`config.mk`:
```
export PLATFORM = sky130hd
export DESIGN_NAME = vga_timing_generator
export DESIGN_NICKNAME = d
export VERILOG_FILES = /design/src/rtl/vga_timing_generator.sv
export SDC_FILE = /design/constraint.sdc
export NUM_CORES = 1
export LEC_CHECK = 0
export BUFFER_PORTS_ARGS = -buffer_cell sky130_fd_sc_hd__buf_4
export CAP_MARGIN = 10
export CELL_PAD_IN_SITES_DETAIL_PLACEMENT = 0
export CELL_PAD_IN_SITES_GLOBAL_PLACEMENT = 1
export CORE_MARGIN = 2
export CORE_UTILIZATION = 34
export CTS_CLUSTER_SIZE = 25
export DETAILED_ROUTE_END_ITERATION = 16
export HOLD_SLACK_MARGIN = 0.05
export PLACE_DENSITY = 0.81
export SETUP_SLACK_MARGIN = 0.05
export SLEW_MARGIN = 30
export SYNTH_ARGS = -nofsm -noshare
export SYNTH_HDL_FRONTEND = slang
export SYNTH_SLANG_ARGS = --single-unit
export TNS_END_PERCENT = 10
```
`constraint.sdc`:
```
create_clock -name clk -period 2.1 [get_ports clk]
set_input_delay 0.315 -clock clk [delete_from_list [all_inputs] [get_ports clk]]
set_output_delay 0.315 -clock clk [all_outputs]
set_load 0.01 [all_outputs]
```
`src/rtl/vga_timing_generator.sv`:
```
// ---------------------------------------------------------------------------
// vga_timing_generator
//
// Raster timing generator for a VGA connector. It produces the current scan
// coordinates (row, col) for a combinational pixel-colour "drawer". The colour
// the drawer returns is registered, together with blanking and sync, to
// drive the DAC and sync pins.
//
// A clock divider turns clk into a pixel rate. One pixel is produced every
// CLK_DIV clk cycles, and pixel_tick marks the last clk of each pixel period.
// The horizontal and vertical counters advance on pixel_tick. The output
// stage samples the pre-increment counters on the same tick. The pins
// therefore lag row/col by exactly one pixel, and sync stays aligned with
// colour.
//
// Ports
//   clk             system clock
//   reset           synchronous, active-high reset
//   pixel_red       4-bit red returned by the drawer for the current row/col
//   pixel_green     4-bit green, same timing as pixel_red
//   pixel_blue      4-bit blue, same timing as pixel_red
//   row             current visible line, 0 while blanked (combinational)
//   col             current visible pixel, 0 while blanked (combinational)
//   pixel_tick      one-clk strobe, high on the clk where the pixel advances
//   vga_hs          registered horizontal sync
//   vga_vs          registered vertical sync
//   vga_r/g/b       registered colour to the DAC, 0 while blanked
//   display_enable  registered, high while the registered pixel is visible
//   frame_start     one-clk pulse when the registered pixel is (0,0)
// ---------------------------------------------------------------------------
module vga_timing_generator #(
  parameter int   CLK_DIV     = 2,
  parameter int   H_ACTIVE    = 640,
  parameter int   H_FP        = 16,
  parameter int   H_SYNC      = 96,
  parameter int   H_BP        = 48,
  parameter int   V_ACTIVE    = 480,
  parameter int   V_FP        = 10,
  parameter int   V_SYNC      = 2,
  parameter int   V_BP        = 33,
  parameter logic SYNC_ACTIVE = 1'b0
) (
  input  logic        clk,
  input  logic        reset,
  input  logic [3:0]  pixel_red,
  input  logic [3:0]  pixel_green,
  input  logic [3:0]  pixel_blue,
  output logic [31:0] row,
  output logic [31:0] col,
  output logic        pixel_tick,
  output logic        vga_hs,
  output logic        vga_vs,
  output logic [3:0]  vga_r,
  output logic [3:0]  vga_g,
  output logic [3:0]  vga_b,
  output logic        display_enable,
  output logic        frame_start
);

  localparam int H_TOTAL = H_ACTIVE + H_FP + H_SYNC + H_BP;
  localparam int V_TOTAL = V_ACTIVE + V_FP + V_SYNC + V_BP;

  // The divider needs at least one bit, even when CLK_DIV is 1 and it
  // never leaves zero.
  localparam int DIV_W = (CLK_DIV > 1) ? $clog2(CLK_DIV) : 1;

  localparam logic [DIV_W-1:0] DIV_LAST = DIV_W'(CLK_DIV - 1);

  localparam logic [10:0] H_LAST       = 11'(H_TOTAL - 1);
  localparam logic [10:0] V_LAST       = 11'(V_TOTAL - 1);
  localparam logic [10:0] H_VIS        = 11'(H_ACTIVE);
  localparam logic [10:0] V_VIS        = 11'(V_ACTIVE);
  localparam logic [10:0] H_SYNC_START = 11'(H_ACTIVE + H_FP);
  localparam logic [10:0] H_SYNC_END   = 11'(H_ACTIVE + H_FP + H_SYNC);
  localparam logic [10:0] V_SYNC_START = 11'(V_ACTIVE + V_FP);
  localparam logic [10:0] V_SYNC_END   = 11'(V_ACTIVE + V_FP + V_SYNC);

  // -------------------------------------------------------------------------
  // Divider and raster counters
  // -------------------------------------------------------------------------
  logic [DIV_W-1:0] div_cnt_reg, div_cnt_next;
  logic [10:0]      h_cnt_reg, h_cnt_next;
  logic [10:0]      v_cnt_reg, v_cnt_next;

  logic h_last;
  logic v_last;

  assign pixel_tick = (div_cnt_reg == DIV_LAST);
  assign h_last     = (h_cnt_reg == H_LAST);
  assign v_last     = (v_cnt_reg == V_LAST);

  // Wrapping h and v are decided together from the same tick. The last
  // pixel of the frame therefore moves straight to (0,0) in one step.
  always_comb begin
    div_cnt_next = div_cnt_reg;
    h_cnt_next   = h_cnt_reg;
    v_cnt_next   = v_cnt_reg;
    if (pixel_tick) begin
      div_cnt_next = '0;
      if (h_last) begin
        h_cnt_next = '0;
        v_cnt_next = v_last ? 11'd0 : v_cnt_reg + 11'd1;
      end else begin
        h_cnt_next = h_cnt_reg + 11'd1;
      end
    end else begin
      div_cnt_next = div_cnt_reg + DIV_W'(1);
    end
  end

  always_ff @(posedge clk) begin
    if (reset) begin
      div_cnt_reg <= '0;
      h_cnt_reg   <= '0;
      v_cnt_reg   <= '0;
    end else begin
      div_cnt_reg <= div_cnt_next;
      h_cnt_reg   <= h_cnt_next;
      v_cnt_reg   <= v_cnt_next;
    end
  end

  // -------------------------------------------------------------------------
  // Visible window, coordinates for the drawer, and sync windows
  // -------------------------------------------------------------------------
  logic active;
  logic hs_raw;
  logic vs_raw;

  assign active = (h_cnt_reg < H_VIS) && (v_cnt_reg < V_VIS);

  // Blanked coordinates collapse to 0, so the drawer never sees an index
  // outside the visible area.
  assign row = active ? {21'd0, v_cnt_reg} : 32'd0;
  assign col = active ? {21'd0, h_cnt_reg} : 32'd0;

  assign hs_raw = ((h_cnt_reg >= H_SYNC_START) && (h_cnt_reg < H_SYNC_END))
                  ? SYNC_ACTIVE : ~SYNC_ACTIVE;
  assign vs_raw = ((v_cnt_reg >= V_SYNC_START) && (v_cnt_reg < V_SYNC_END))
                  ? SYNC_ACTIVE : ~SYNC_ACTIVE;

  // -------------------------------------------------------------------------
  // Output stage: one register stage shared by sync, enable and colour
  // -------------------------------------------------------------------------
  logic hs_reg;
  logic vs_reg;
  logic de_reg;
  logic frame_start_reg;

  always_ff @(posedge clk) begin
    if (reset) begin
      hs_reg          <= ~SYNC_ACTIVE;
      vs_reg          <= ~SYNC_ACTIVE;
      de_reg          <= 1'b0;
      frame_start_reg <= 1'b0;
    end else begin
      // frame_start lasts only one clk, even though the other outputs
      // hold for the whole pixel period.
      frame_start_reg <= 1'b0;
      if (pixel_tick) begin
        hs_reg          <= hs_raw;
        vs_reg          <= vs_raw;
        de_reg          <= active;
        frame_start_reg <= (h_cnt_reg == 11'd0) && (v_cnt_reg == 11'd0);
      end
    end
  end

  // Colour channels, packed as {red, green, blue} with blue in the low
  // nibble. Each channel is a blanked register that loads only on a tick.
  logic [11:0] pixel_in;
  logic [11:0] rgb_out;

  assign pixel_in = {pixel_red, pixel_green, pixel_blue};

  for (genvar gi = 0; gi < 3; gi++) begin : g_chan
    logic [3:0] chan_reg;

    always_ff @(posedge clk) begin
      if (reset) begin
        chan_reg <= 4'h0;
      end else if (pixel_tick) begin
        chan_reg <= active ? pixel_in[gi*4 +: 4] : 4'h0;
      end
    end

    assign rgb_out[gi*4 +: 4] = chan_reg;
  end

  assign vga_r          = rgb_out[11:8];
  assign vga_g          = rgb_out[7:4];
  assign vga_b          = rgb_out[3:0];
  assign vga_hs         = hs_reg;
  assign vga_vs         = vs_reg;
  assign display_enable = de_reg;
  assign frame_start    = frame_start_reg;

endmodule

```
==> results by group, run 1 <==
Outcome
  • Status: complete, no violations

Setup path
  • Critical path capture point type: register
  • Crit Path Max Fanout: 16
  • WS Path Type: register to register
  • Worst setup SP type: register
  • WP data required: ~2.3 ns
  • Critical path arrival: 2.16 ns
  • FF-to-FF setup slack: 0.17 ns

Clock network
  • TritonCTS Sinks: 39
  • Root Buffer: clkbuf_8
  • Clock transition at the registers of the reported paths: approximately 0.08 ns
  • Hold buffer count at cts: 0
  • Num CTS Buffers: 5
  • Clk Latency, worst-skew pair: 0.28 ns
  • CTS tree: yes
  • Max Buffers Root-to-Sink: 2
  • H-tree levels: 2

Placed design
  • Final Wtd Congestion: about 0.82
  • Post-DP HPWL: 3.694 mm
  • Placed cell area: around 2600 sq um
  • Inst Count DP: 412
  • IO buf count: 49

Timing
  • Final min period: 1.933 ns
  • RSZ-0062 raised after global routing: yes
  • Hold Vio Cnt, Final: 0
  • Tcrit/Tclk final: 92.04%
  • # setup viols final: 0
  • Final Max Tran Viols: 0
  • F_max: 517.4 MHz
  • Fin Setup TNS: 0 ns
  • Fin Clk Skew: ~0.0057 ns

Logic synthesis
  • Compound-Gate Fraction of Synth Area: 9.061%
  • Post-synthesis mux area share: less than 1%
  • Synth Register Bits: 39
  • Cell taking the most area after synthesis: dfxtp_1
  • Post-Synthesis Cells: 289
  • Synth Area in Simple Gates: 32.04%
  • Synth top area share: 33.66%
  • Fraction of the mapped netlist area in adder cells: 2.157%
  • Mean Syn Cell Area: 8.027 sq um
  • Main combinational cell family by area after synthesis: simple AND/OR/NAND/NOR gates
  • Synth Warn #: 0
  • Sequential area share after synthesis: 33.66%
  • Leading post-synthesis cells by cell area: dfxtp_1 34%, buf_4 15%, and2_1 5.4%, nand3_1 5.4%, a21oi_1 5.2%
  • Post-synth cell types: 40
  • Mapped cell area: 2320 sq um
  • Xor and xnor fraction of the mapped netlist area: 3.398%

Floorplan
  • Initial Util: 34.72%
  • Die X: 86.60 um
  • Top-Level Pins: 95
  • Row count: 30
  • Die ar.: 7500 sq um
  • Die Y: 86.60 um
  • Total core area: 6681 sq um

Drt
  • First-pass iteration count of the detailed router: 5
  • Vias: 2058
  • Routed vias/inst: 4.877
  • DR WL/cell: between 10 and 15 um
  • DRT antenna net count: 0
  • Initial DRC Count: 83
  • Total Wirelength: 5.232 mm
  • DRC Markers: 0

Global route
  • Vias in the first global route: roughly 1800
  • Initial antenna violation count: 0
  • Largest net degree at the start of global routing: 34
  • All-Layer GR Usage: 14.19%
  • GR Overflow Total: 0
  • Global-route wire length before repair: between 8 and 9 mm

Final layout
  • Final nets: 359
  • Finished Cell Area: approximately 2700 sq um
  • Area growth syn-to-layout: 18.23%
  • Ant. Diodes: 0
  • Layout cells sized above 1: 24.56%
  • Final Non-Filler Cells: 422

Pwr
  • Pwr Density: 520.9 nW/um^2
  • Max VDD drop: 398.7 uV
  • Leakage: 1.160 nW

Flow run
  • Max Cap Viol: 0

Hold path
  • Hold crit path type: input pin to register
synth_stat cells:
| cell type | instances |
|---|---|
| a21oi_1 | 24 |
| a21oi_2 | 1 |
| a31oi_1 | 2 |
| and2_1 | 20 |
| and3_1 | 3 |
| and4_1 | 2 |
| and4b_1 | 1 |
| buf_1 | 2 |
| buf_2 | 1 |
| buf_4 | 45 |
| buf_6 | 1 |
| clkbuf_1 | 12 |
| conb_1 | 1 |
| dfxtp_1 | 39 |
| ha_1 | 4 |
| inv_1 | 7 |
| mux2i_1 | 2 |
| nand2_1 | 14 |
| nand2b_1 | 14 |
| nand3_1 | 25 |
| nand3b_1 | 1 |
| nand4_1 | 4 |
| nand4_4 | 1 |
| nand4b_1 | 1 |
| nor2_1 | 16 |
| nor2b_1 | 1 |
| nor3_1 | 5 |
| nor4_1 | 5 |
| nor4_4 | 1 |
| nor4b_1 | 1 |
| o21ai_0 | 7 |
| o21bai_2 | 1 |
| o31ai_1 | 3 |
| or2_2 | 1 |
| or3_1 | 8 |
| or3b_2 | 1 |
| or4_1 | 2 |
| or4_4 | 1 |
| xnor2_1 | 5 |
| xor2_1 | 4 |
placed cells by master (no fill, tap or decap), types with 2 or more instances in the layout:
| master | instances |
|---|---|
| buf_4 | 62 |
| conb_1 | 45 |
| dfxtp_1 | 32 |
| nand3_1 | 25 |
| a21oi_1 | 24 |
| and2_1 | 20 |
| nor2_1 | 16 |
| nand2b_1 | 14 |
| nand2_1 | 14 |
| or3_1 | 8 |
| inv_1 | 7 |
| o21ai_0 | 7 |
| dfxtp_2 | 7 |
| nor3_1 | 5 |
| nor4_1 | 5 |
| xnor2_1 | 5 |
| clkbuf_8 | 5 |
| nand4_1 | 4 |
| xor2_1 | 4 |
| ha_1 | 4 |
| o31ai_1 | 3 |
| and3_1 | 2 |
| a31oi_1 | 2 |
| mux2i_1 | 2 |
| and4_1 | 2 |
| or4_1 | 2 |
worst max-delay path, cell delays in order, from the launching register on:
cell     delay, ns
dfxtp_1       0.43
ha_1          0.25
and3_1        0.24
nand4_4       0.24
or4_4         0.59
a21oi_2       0.13
layer usage:
metal | global-route usage (%) | routed length (um) | vias up
li1 | - | - | 995
met1 | 18.77 | 2324 | 974
met2 | 23.22 | 2468 | 85
met3 | 3.143 | 374 | 4
met4 | 4.119 | 65 | 0
met5 | 0 | 0 | -
where the power goes:
part | internal [mW] | switching [mW]
clock network | 0.232 | 0.258
logic | 0.0660 | 0.0982
registers | 0.759 | 0.0158
total | 1.06 | 0.372
worst paths after layout:
| check | endpoint | from | cells past startpoint |
|---|---|---|---|
| worst max-delay path | v_cnt_reg[10] | h_cnt_reg[0] | 5 |
| worst min-delay path | vga_g[2] | pixel_green[2] | 3 |
| worst max register to register | v_cnt_reg[10] | h_cnt_reg[0] | 5 |
| worst min register to register | vga_r[3] | vga_r[3] | 2 |
stage by stage:
step                setup slack (ns)  power, mW  util (%)  hold WS [ns]
detailed placement            0.1734     0.9561     39.34        0.4638
global route                 0.02059      1.505     41.05        0.2990
CTS                          0.07128      1.453     40.64        0.2844
finish                        0.1671      1.429     41.05        0.2986
global placement              0.2332     0.9534     39.34        0.4600
floorplan                     0.3736     0.9535         -        0.4634
layout make-up:
| cell class | instances | area, sq um |
|---|---|---|
| clock buffer | 6 | 72.57 |
| clock inverter | 2 | 12.51 |
| fill | 690 | 3939 |
| inverter | 7 | 26.28 |
| multi-input combinational | 226 | 1276 |
| sequential | 39 | 789.5 |
| tap | 80 | 100.1 |
| timing repair buffer | 62 | 465.4 |
cells by family after synthesis:
kind of cell | Yosys count
xor+xnor | 9
mux | 2
compound gates | 38
fa+ha+maj | 4
flops | 39
simple gates | 128
buf+inv | 68
other cells | 1
repair_timing:
action | in CTS | in global routing
setup endpoints to repair | 2 | 16
setup buffers | 0 | 2
gates resized for setup | 1 | 8
Note: power is estimated with default switching activity, not from simulation.
==> run 2: changes to the inputs <==
- PLACE_DENSITY: 0.81 -> not set
- PLACE_DENSITY_LB_ADDON: not set -> 0.08
==> run 2 against run 1 <==
Effect of this change: sequential cell count did not move; hold slack got worse by 0.014 ns; core utilization rose by 0.69 points; register-to-register slack barely moved; sequential share of layout area fell by 0.75 points; sequential power barely moved; combinational power barely moved; non-clock buffer count rose by 1; clock skew rose by 0.0047 ns; total power rose by 19%; critical path depth did not move; largest power group unchanged; highest routed layer unchanged.
==> results by group, run 2 (synthesized netlist as in run 1, its figures left out) <==
Pwr
  • Leakage: 1.182 nW
  • Max VDD drop: 260.1 uV
  • Pwr Density: 611.6 nW/um^2

Final layout
  • Final nets: 360
  • Layout cells sized above 1: 23.03%
  • Fillers: 717
  • Area growth syn-to-layout: 20.23%
  • Finished Cell Area: roughly 2800 sq um
  • Ant. Diodes: 0
  • Most frequent cells in the layout: 63 x buf_4, 45 x conb_1, 38 x dfxtp_1
  • Most common cell after layout, fill and taps aside: buf_4
  • Core Util, Final: 41.74%

Timing
  • # setup viols final: 0
  • PnR worst setup slack: roughly 0.14 ns
  • Fin Setup TNS: 0 ns
  • Final min period: 1.963 ns
  • Final Max Tran Viols: 0
  • Fin Clk Skew: 0.01038 ns
  • F_max: 509.6 MHz
  • Final Hold Slack: 0.2847 ns
  • RSZ-0062 raised after global routing: yes
  • Tcrit/Tclk final: 93.45%
  • Hold Vio Cnt, Final: 0

Global route
  • Vias in the first global route: 1676
  • All-Layer GR Usage: between 10% and 20%
  • Largest net degree at the start of global routing: 33
  • Global-route wire length before repair: about 8.6 mm
  • Initial antenna violation count: 0
  • GR Overflow Total: 0

Clock network
  • CTS tree: yes
  • Num CTS Buffers: 5
  • Clock transition at the registers of the reported paths: 0.09 ns
  • H-tree levels: 2
  • Hold buffer count at cts: 0
  • Max Buffers Root-to-Sink: 2
  • Clk Latency, worst-skew pair: 0.30 ns
  • Root Buffer: clkbuf_8
  • TritonCTS Sinks: 39

Floorplan
  • Die X: ~87 um
  • Top-Level Pins: 95
  • Die Y: 86.60 um
  • Initial Util: 34.72%
  • Total core area: ~6700 sq um
  • Row count: 30
  • Die ar.: around 7500 sq um

Outcome
  • Status: complete, no violations

Setup path
  • Critical path arrival: 1.65 ns
  • Worst setup SP type: register
  • Crit Path Max Fanout: 17
  • Critical path capture point type: output port
  • WP data required: 1.78 ns
  • WS Path Type: register to output port

Drt
  • DR WL/cell: 12.64 um
  • Total Wirelength: approximately 5.3 mm
  • First-pass iteration count of the detailed router: 4
  • Vias: slightly below 2000
  • Initial DRC Count: 77
  • Routed vias/inst: 4.572
  • DRC Markers: 0
  • DRT antenna net count: 0

Placed design
  • Post-DP HPWL: 3.891 mm
  • Placed cell area: 2629 sq um
  • IO buf count: 49
  • Pre-CTS WS: 0.1453 ns
  • Final Wtd Congestion: 0.7556

Flow run
  • Max Cap Viol: 0

Hold path
  • Hold crit path type: input pin to register
==> run 2: per-stage QoR <==
step / instances / power, mW
after floorplan: 333 / 0.9535
after global placement: 412 / 0.9553
after detailed placement: 412 / 0.9562
after CTS: 420 / 1.725
after global routing: 423 / 1.778
final: 423 / 1.706
==> run 2: worst max-delay path, stage by stage, from the launching register on <==
cell and delay [ns]:
dfxtp_1 0.50, o21ai_0 0.14, and3_1 0.20, buf_4 0.19
and2_1 0.17, buf_4 0.14
==> run 2: routing by layer <==
layer	share of wire [%]	vias up	wire length, um	GRT usage, %
met5	0	-	0	0
met4	0.79	0	42	3.409
met1	50	878	2684	20.19
met2	44	57	2345	21.89
li1	-	995	-	-
met3	5.2	4	276	3.333
==> run 2: path summary, 6_finish.rpt <==
kind                startpoint            end  slack [ns]  cells past startpoint
setup / recovery  h_cnt_reg[8]         col[0]        0.14                      5
hold / removal    pixel_red[0]       vga_r[0]        0.28                      3
setup reg to reg  h_cnt_reg[1]  v_cnt_reg[10]        0.17                      5
hold reg to reg       vga_r[1]       vga_r[1]        0.48                      2
==> run 2: what timing repair did <==
action                                 CTS  global route
endpoints found under the hold margin    0             0
resized for setup                        0             1
setup endpoints to repair                0            12
buffers inserted                         0             3
==> run 2: final cells by class <==
| class | instances | area (sq um) | share of cell area (%) |
|---|---|---|---|
| repair buffers | 63 | 473.0 | 16.96 |
| well taps | 80 | 100.1 | 3.589 |
| clock inverters | 3 | 67.56 | 2.423 |
| flip-flops and latches | 39 | 782.0 | 28.04 |
| multi-input cells | 226 | 1271 | 45.58 |
| inverters | 7 | 26.28 | 0.9421 |
| clock buffers | 5 | 68.82 | 2.467 |
==> run 2: power by group <==
| part | switching, mW | total, mW | internal (mW) |
|---|---|---|---|
| sequential | 0.0158 | 0.775 | 0.759 |
| clock | 0.293 | 0.767 | 0.474 |
| combinational | 0.0976 | 0.164 | 0.0659 |
